--- config.mk ---
export PLATFORM = sky130hd
export DESIGN_NAME = host_bus_ctrl
export DESIGN_NICKNAME = d
export VERILOG_FILES = /design/src/rtl/host_bus_ctrl.sv
export SDC_FILE = /design/constraint.sdc
export NUM_CORES = 1
export LEC_CHECK = 0
export ABC_CLOCK_PERIOD_IN_PS = 2050
export BUFFER_PORTS_ARGS = -buffer_cell sky130_fd_sc_hd__buf_2
export CORE_MARGIN = 4
export CORE_UTILIZATION = 45
export CTS_BUF_LIST = sky130_fd_sc_hd__clkbuf_8
export CTS_CLUSTER_DIAMETER = 50
export DETAILED_ROUTE_END_ITERATION = 10
export PLACE_DENSITY = 0.71
export SLEW_MARGIN = 30
export SYNTH_ARGS = -nofsm -noshare
export SYNTH_HDL_FRONTEND = slang
export SYNTH_SLANG_ARGS = --single-unit
--- constraint.sdc ---
create_clock -name clk -period 2.05 [get_ports clk]
set_clock_uncertainty 0.15 [all_clocks]
set_input_delay 0.41 -clock clk [delete_from_list [all_inputs] [get_ports clk]]
set_output_delay 0.41 -clock clk [all_outputs]
set_load 0.1 [all_outputs]
--- src/rtl/host_bus_ctrl.sv ---
// host_bus_ctrl -- CPU bus decoder and IO wait-state controller.
//
// Decodes a Z80-style bus into a RAM window and up to 16 IO devices. RAM
// reads and writes are passed straight through with one cycle of latency.
// IO accesses are stretched with nWAIT until the selected device signals
// ready or a timeout expires. Illegal bus states and IO timeouts raise a
// sticky error flag that only reset clears.
//
// Ports:
//   clk        system clock, rising edge
//   reset      synchronous, active-low reset
//   A          CPU address bus
//   nMREQ, nIORQ, nRD, nWR, nM1   CPU bus controls (active-low)
//   io_ready   per-device ready (active-high)
//   ram_we     one-cycle RAM write pulse
//   ram_oe     RAM drives the CPU data bus
//   io_sel     one-hot selected IO device, held for the whole IO cycle
//   io_rd_stb  one-cycle IO read strobe
//   io_wr_stb  one-cycle IO write strobe
//   nWAIT      CPU wait request (active-low)
//   bus_err    sticky error flag
module host_bus_ctrl #(
  parameter int unsigned RAM_ADDR_BITS = 14,
  parameter int unsigned RAM_BASE      = 0,
  parameter int unsigned NUM_IO        = 4,
  parameter logic [7:0]  IO_BASE       = 8'h00,
  parameter int unsigned IO_TIMEOUT    = 15
) (
  input  logic              clk,
  input  logic              reset,
  input  logic [15:0]       A,
  input  logic              nMREQ,
  input  logic              nIORQ,
  input  logic              nRD,
  input  logic              nWR,
  input  logic              nM1,
  input  logic [NUM_IO-1:0] io_ready,
  output logic              ram_we,
  output logic              ram_oe,
  output logic [NUM_IO-1:0] io_sel,
  output logic              io_rd_stb,
  output logic              io_wr_stb,
  output logic              nWAIT,
  output logic              bus_err
);

  localparam int unsigned IDX_W     = (NUM_IO > 1) ? $clog2(NUM_IO) : 1;
  localparam logic [8:0]  NUM_IO_W  = 9'(NUM_IO);
  localparam logic [7:0]  TIMEOUT_W = 8'(IO_TIMEOUT);

  typedef enum logic [1:0] {IDLE, WAIT, HOLD} stateT;

  // Live bus qualifiers
  logic memRd, memWr, ioRd, ioWr;
  logic ramHit, ioHit;
  logic [7:0] ioOffset;
  logic [IDX_W-1:0] devIdx;

  // Registered qualifiers and decode
  logic memRdQ, memWrQ, ioRdQ, ioWrQ;
  logic ramHitQ, ioHitQ;
  logic [IDX_W-1:0] devQ;
  logic [NUM_IO-1:0] readyQ;

  // Edge-arm flags: set only once the live qualifier has been seen low
  logic memWrArmed, ioArmed;

  stateT state, stateNext;
  logic [7:0] cnt, cntNext;
  logic [IDX_W-1:0] selReg, selNext;
  logic errReg, errSet;
  logic ioStart;
  logic ioAnyQ, illegalQ, readySel;

  logic unusedBits;

  assign memRd = !nMREQ && !nRD;
  assign memWr = !nMREQ && !nWR;
  assign ioRd  = !nIORQ && !nRD && nM1;
  assign ioWr  = !nIORQ && !nWR && nM1;

  generate
    if (RAM_ADDR_BITS >= 16) begin : gFullRam
      assign ramHit = 1'b1;
    end else begin : gRamWindow
      assign ramHit = (A[15:RAM_ADDR_BITS] == RAM_BASE[15-RAM_ADDR_BITS:0]);
    end
  endgenerate

  // 8-bit wrap-around: pages below IO_BASE land far above NUM_IO and miss
  assign ioOffset = A[15:8] - IO_BASE;
  assign ioHit    = ({1'b0, ioOffset} < NUM_IO_W);
  assign devIdx   = ioOffset[IDX_W-1:0];

  assign unusedBits = ^A[7:0];

  assign ioAnyQ   = ioRdQ || ioWrQ;
  assign illegalQ = (memRdQ || memWrQ) && ioAnyQ;
  assign readySel = readyQ[selReg];

  assign ram_oe = memRdQ && ramHitQ && !illegalQ;
  assign ram_we = memWrQ && ramHitQ && memWrArmed && !illegalQ;

  function automatic logic [NUM_IO-1:0] oneHot(input logic [IDX_W-1:0] idx);
    logic [NUM_IO-1:0] v;
    for (int unsigned i = 0; i < NUM_IO; i++) begin
      v[i] = (idx == IDX_W'(i));
    end
    return v;
  endfunction

  always_ff @(posedge clk) begin
    if (!reset) begin
      memRdQ     <= 1'b0;
      memWrQ     <= 1'b0;
      ioRdQ      <= 1'b0;
      ioWrQ      <= 1'b0;
      ramHitQ    <= 1'b0;
      ioHitQ     <= 1'b0;
      devQ       <= '0;
      readyQ     <= '0;
      memWrArmed <= 1'b0;
      ioArmed    <= 1'b0;
      state      <= IDLE;
      cnt        <= '0;
      selReg     <= '0;
      errReg     <= 1'b0;
    end else begin
      memRdQ  <= memRd;
      memWrQ  <= memWr;
      ioRdQ   <= ioRd;
      ioWrQ   <= ioWr;
      ramHitQ <= ramHit;
      ioHitQ  <= ioHit;
      devQ    <= devIdx;
      readyQ  <= io_ready;
      // Arm flags start cleared so a cycle already in progress across
      // reset release is ignored until its qualifier drops.
      memWrArmed <= !memWr ? 1'b1 : (ram_we  ? 1'b0 : memWrArmed);
      ioArmed    <= !(ioRd || ioWr) ? 1'b1 : (ioStart ? 1'b0 : ioArmed);
      state      <= stateNext;
      cnt        <= cntNext;
      selReg     <= selNext;
      errReg     <= errReg || errSet;
    end
  end

  always_comb begin
    stateNext = state;
    cntNext   = cnt;
    selNext   = selReg;
    nWAIT     = 1'b1;
    io_rd_stb = 1'b0;
    io_wr_stb = 1'b0;
    io_sel    = '0;
    ioStart   = 1'b0;
    errSet    = illegalQ;
    case (state)
      IDLE: begin
        if (ioAnyQ && ioHitQ && ioArmed && !illegalQ) begin
          ioStart   = 1'b1;
          stateNext = WAIT;
          cntNext   = '0;
          selNext   = devQ;
          nWAIT     = 1'b0;
          io_rd_stb = ioRdQ;
          io_wr_stb = ioWrQ;
          io_sel    = oneHot(devQ);
        end
      end
      WAIT: begin
        io_sel = oneHot(selReg);
        if (!ioAnyQ) begin
          stateNext = IDLE;
        end else if (readySel || (cnt == TIMEOUT_W)) begin
          stateNext = HOLD;
          errSet    = illegalQ || !readySel;
        end else begin
          cntNext = cnt + 8'd1;
          nWAIT   = 1'b0;
        end
      end
      HOLD: begin
        io_sel = oneHot(selReg);
        if (!ioAnyQ) begin
          stateNext = IDLE;
        end
      end
      default: stateNext = IDLE;
    endcase
  end

  // Error is visible in the cycle it is detected, then held by errReg
  assign bus_err = errReg || errSet;

endmodule

Yosys cells after proc, flatten, opt, wreduce, memory -nomap -nowiden. Index checks and enable logic that the tools add are counted.

Bits in registers: 27. Input port bits: 27. Output and inout port bits: 10. Word-level logic and storage cells: 99.

$add $sub $neg: 1. $lt $le $gt $ge: 2. Equal/unequal tests: 16. Mux-type cells: 30. Reductions and logical operators: 36.

Operators by type and width (number): two-way mux 8 bit (3); two-way mux 1 bit (17); one-hot mux 8 bit (2 select lines) (1); logical AND 1 bit (15); != test 2 bit, second input constant (6); == test 2 bit, second input constant (5); adder 8 x 1 -> 8 bit, second input constant (1); == test 8 x 4 -> 1 bit, second input constant (1); zero test 2 bit (4); < comparator 8 x 3 -> 1 bit, second input constant (1); two-way mux 2 bit (4); one-hot mux 4 bit (2 select lines) (1); == test 2 x 1 -> 1 bit, second input constant (3); zero test 1 bit (6); logical OR 1 bit (6); one-hot mux 2 bit (3 select lines) (1); two-way mux 4 bit (1); AND reduction 4 bit (1); < comparator 2 x 3 -> 1 bit, second input constant (1); != test 3 bit, second input constant (1); AND reduction 3 bit (1); binary-select mux 1 bit (select 2 bit) (1); one-hot mux 1 bit (2 select lines) (1); AND reduction 2 bit (1); 2 further kinds (2).

Depth between registers and ports, before layout.
Word-level depth: 8. Gate-level depth with buffers: 7. Gate-level depth less buffers: 6.

Worst setup path after synthesis. No wires, ideal clock.

Kind: register to output. Start point: register state[0]. End point: output io_sel[0]. Arrival: 2.723 ns. Required time: 1.490 ns. Slack: -1.233 ns. Cell stages (with the launch flop): 8. Buffers on the path: 1. Cell sequence: dfxtp_1 inv_1 ha_1 o21ai_0 or2_2 clkbuf_2 o32a_2 nor2_1.

Longest elaborated chain between the ends: 3. Elaborated cells on any way between the ends: 5. Classes of those cells: eq/ne: 2; mux: 1; reduce/logical: 2.

Ends and longest elaborated chain: start: declaration (RTL line 68) `stateT state, stateNext;`; start signal: assignment (RTL line 141) `state <= stateNext;`; == test 2 bit / == test 2 x 1 -> 1 bit (equally long branches) (RTL line 158) `case (state)`; OR reduction 2 bit (no line); one-hot mux 4 bit (2 select lines) (*) (RTL line 158); end: declaration (RTL line 40) `output logic [NUM_IO-1:0] io_sel,`.

Every way passes the cells marked *; elsewhere a longest branch is shown, timed or not.

Final worst setup path.
Start point: register selReg[0]. End point: output nWAIT.

Longest elaborated chain between the ends: 6.

Ends and longest elaborated chain: start: declaration (RTL line 70) `logic [IDX_W-1:0] selReg, selNext;`; start signal: assignment (RTL line 143) `selReg <= selNext;`; binary-select mux 1 bit (select 2 bit) (RTL line 99) `assign readySel = readyQ[selReg];`; two-way mux 1 bit (implied by the code) (RTL line 99); logical OR 1 bit (RTL line 175) `end else if (readySel || (cnt == TIMEOUT_W)) begin`; two-way mux 1 bit (RTL line 175); two-way mux 1 bit (RTL line 173) `if (!ioAnyQ) begin`; one-hot mux 1 bit (2 select lines) (RTL line 158); end: declaration (RTL line 43) `output logic nWAIT,`.

No other way between the ends. The select of a mux whose other input is x is not followed.

==> results_dict.tcl <==
set metrics [dict create \
    status "complete, but fails checks" \
    violations "setup timing" \
    max_cap_viol_count 0 \
    ys_seq_elements 27 \
    leakage_nw 0.861 \
    h-tree-depth 1 \
    ant_nets 0 \
    drc 0 \
    yosys.cell_types.count 47 \
    slew-limit-headroom 0.727 \
    multi_input_area_sq_um 997 \
    yosysWarnings 0 \
    r2r-start "selReg[0]$_SDFFE_PN0P_" \
    clock_path_buffers 2 \
    tightest_slew_ps 405 \
    crit_start "selReg[0]$_SDFFE_PN0P_" \
    max_stage_delay_ps 540 \
    io_buffers 28 \
    vias 1511 \
    cp_max_fo 4 \
    post-route-util 0.792 \
    clk_pin_slew_worst_paths_ps 100 \
    design.die.area_sq_um 4040 \
    cts.sinks 27 \
    overflow 0 \
    num_antenna_cells 0 \
    grt_util_all_layers 0.217 \
    postSynthAreaPerCell_sq_um 8.91 \
    cts_root_buf "clkbuf_8" \
    final_cell_mix "buf_4 (38), dfxtp_1 (18), buf_2 (18)" \
    synth_area_leader_cell "dfxtp_1" \
    fin_ws_ps -401 \
    synthFlopType "dfxtp_1" \
    synthTopCellsByArea "dfxtp_1 (39%), and2_1 (5.0%), ha_1 (4.5%)" \
    setup_viol 15 \
    tritoncts "built" \
    synth_top_area_share 0.389 \
    preCtsSetupSlack_ps -137 \
    ios 37 \
    hp-start "A[14]" \
    cp.required_ps 1490 \
    cts_buffers 3 \
    cp-start-kind "register" \
    antenna_found_initial 0 \
    drt_iter0_markers 95 \
    rsz0062_at_grt "true" \
    routabilityCongestion 0.853 \
    seq_area_sq_um 554 \
    dpl.hpwl_mm 2.95 \
    crit_type "register to primary output" \
    crit_buf_inv 1 \
    synthCells 156 \
    post-route-period-util 1.20 \
    synth-seq-area-share 0.389 \
    hold_viol 0 \
    grt_pass1_wl_mm 7.00 \
    wirelength_mm 4.25 \
    power.density_nw_per_um2 489 \
    hp-class "primary input to register" \
    mostFrequentLayoutCell "buf_4" \
    worst_ep_arrival_time_ps 1890 \
    fin_crit_ps 2450 \
    total_power_mw 1.10 \
    firstDrtPassIters 5 \
    drive_gt1_frac 0.523 \
    grt_max_degree 19 \
    synth_edf_count 0 \
    wl_per_cell_um 16.8 \
    die_w_um 63.6 \
    coreArea_sq_um 2850 \
    tns_ps -2650 \
    grt_pass1_vias 1530 \
    num_rows 19 \
    syn_nets 188 \
    initial_utilization 0.487 \
    peakVddDrop_uv 414 \
    critPathTopFamily "compound AO/OA/AOI/OAI gates" \
    slowest_stage "mux4_2" \
    netlist_area_sq_um 1390 \
    worstSkewPairLatency_ps 280 \
    drv_slew 0 \
    nNetsFinal 255 \
    fmax_mhz 408 \
    ys_async_sr_fraction 0 \
    viasPerCell 5.97 \
    syn2layout_area_growth_pct 62.6 \
    cp-end-kind "primary output" \
    chipHeight_um 63.6 \
    crit_chain "mux4_2 > a211o_4 > a21o_4 > buf_12" \
    nFillCells 175 \
]
==> what timing repair did <==
item / CTS / global route
buffers inserted: 6 / 2
setup endpoints to repair: 15 / 19
hold buffers: 0 / 0
resized for setup: 18 / 16
pin swaps: 8 / 7
==> final cells by class <==
type | count | share of cell area
multi-input cells | 117 | 0.441
repair buffers | 68 | 0.265
well taps | 31 | 0.0172
clock buffers | 3 | 0.0183
flip-flops and latches | 27 | 0.245
clock inverters | 1 | 0.00332
inverters | 6 | 0.00997
==> per-layer routing <==
layer / GRT usage / routed length (um)
met1: 0.243 / 1720
met2: 0.403 / 2130
met3: 0.0320 / 287
met4: 0.0889 / 119
met5: 0 / 0
==> logic make-up (layout without fill, tap and decap cells) <==
group           count (synthesis)  after routing  share of synthesized area
simple gates                   78             78                      0.333
compound gates                 32             32                      0.170
flops                          27             27                      0.389
buf+inv                        12             78                     0.0396
fa+ha+maj                       5              5                     0.0450
mux                             2              2                     0.0234
==> worst reg2reg max path, delay by kind of cell (launching register included) <==
family	cells	cell delay, ps
buffers and inverters	1	190
DFF	1	360
muxes	1	540
and+or+nand+nor	3	1000
==> final timing paths <==
path,endpoint,slack [ps],cells after the start
max,nWAIT,-400,4
min,ramHitQ$_SDFF_PN0_,130,2
max reg2reg,cnt[5]$_SDFFE_PN0P_,-250,5
min reg2reg,ioArmed$_SDFFE_PN0P_,390,2
==> metrics by stage <==
stage	cell area [sq um]	hold WS, ps	cells
2_1_floorplan	1500	315	156
3_3_place_gp	2020	333	241
3_5_place_dp	2020	352	241
4_1_cts	2190	131	251
5_1_grt	2260	139	253
6_report	2260	132	253
==> report_power, final <==
| part | internal, mW | total, mW | switching [mW] | leakage, nW |
|---|---|---|---|---|
| Clock | 0.138 | 0.314 | 0.176 | 0.0217 |
| Combinational | 0.106 | 0.238 | 0.132 | 0.614 |
| Sequential | 0.539 | 0.551 | 0.0124 | 0.225 |
| Total | 0.783 | 1.10 | 0.321 | 0.861 |
==> registers in the layout (all words and copies together) (netlist names) <==
signal,flops
cnt,8
readyQ,4
devQ,2
selReg,2
state,2
errReg,1
ioArmed,1
ioHitQ,1
ioRdQ,1
ioWrQ,1
memRdQ,1
memWrArmed,1
memWrQ,1
ramHitQ,1
==> cells in the mapped netlist (all sizes together) (3+ instances only) <==
library cell,n
nand2,6
and2,11
nor2,12
o31ai,4
or4,8
nand2b,4
nand3,12
nor4,3
o21ai,3
ha,5
nor2b,3
a21oi,9
clkbuf,4
nand4b,4
inv,5
dfxtp,27
nand3b,4
(Power assumes the default switching activity.)
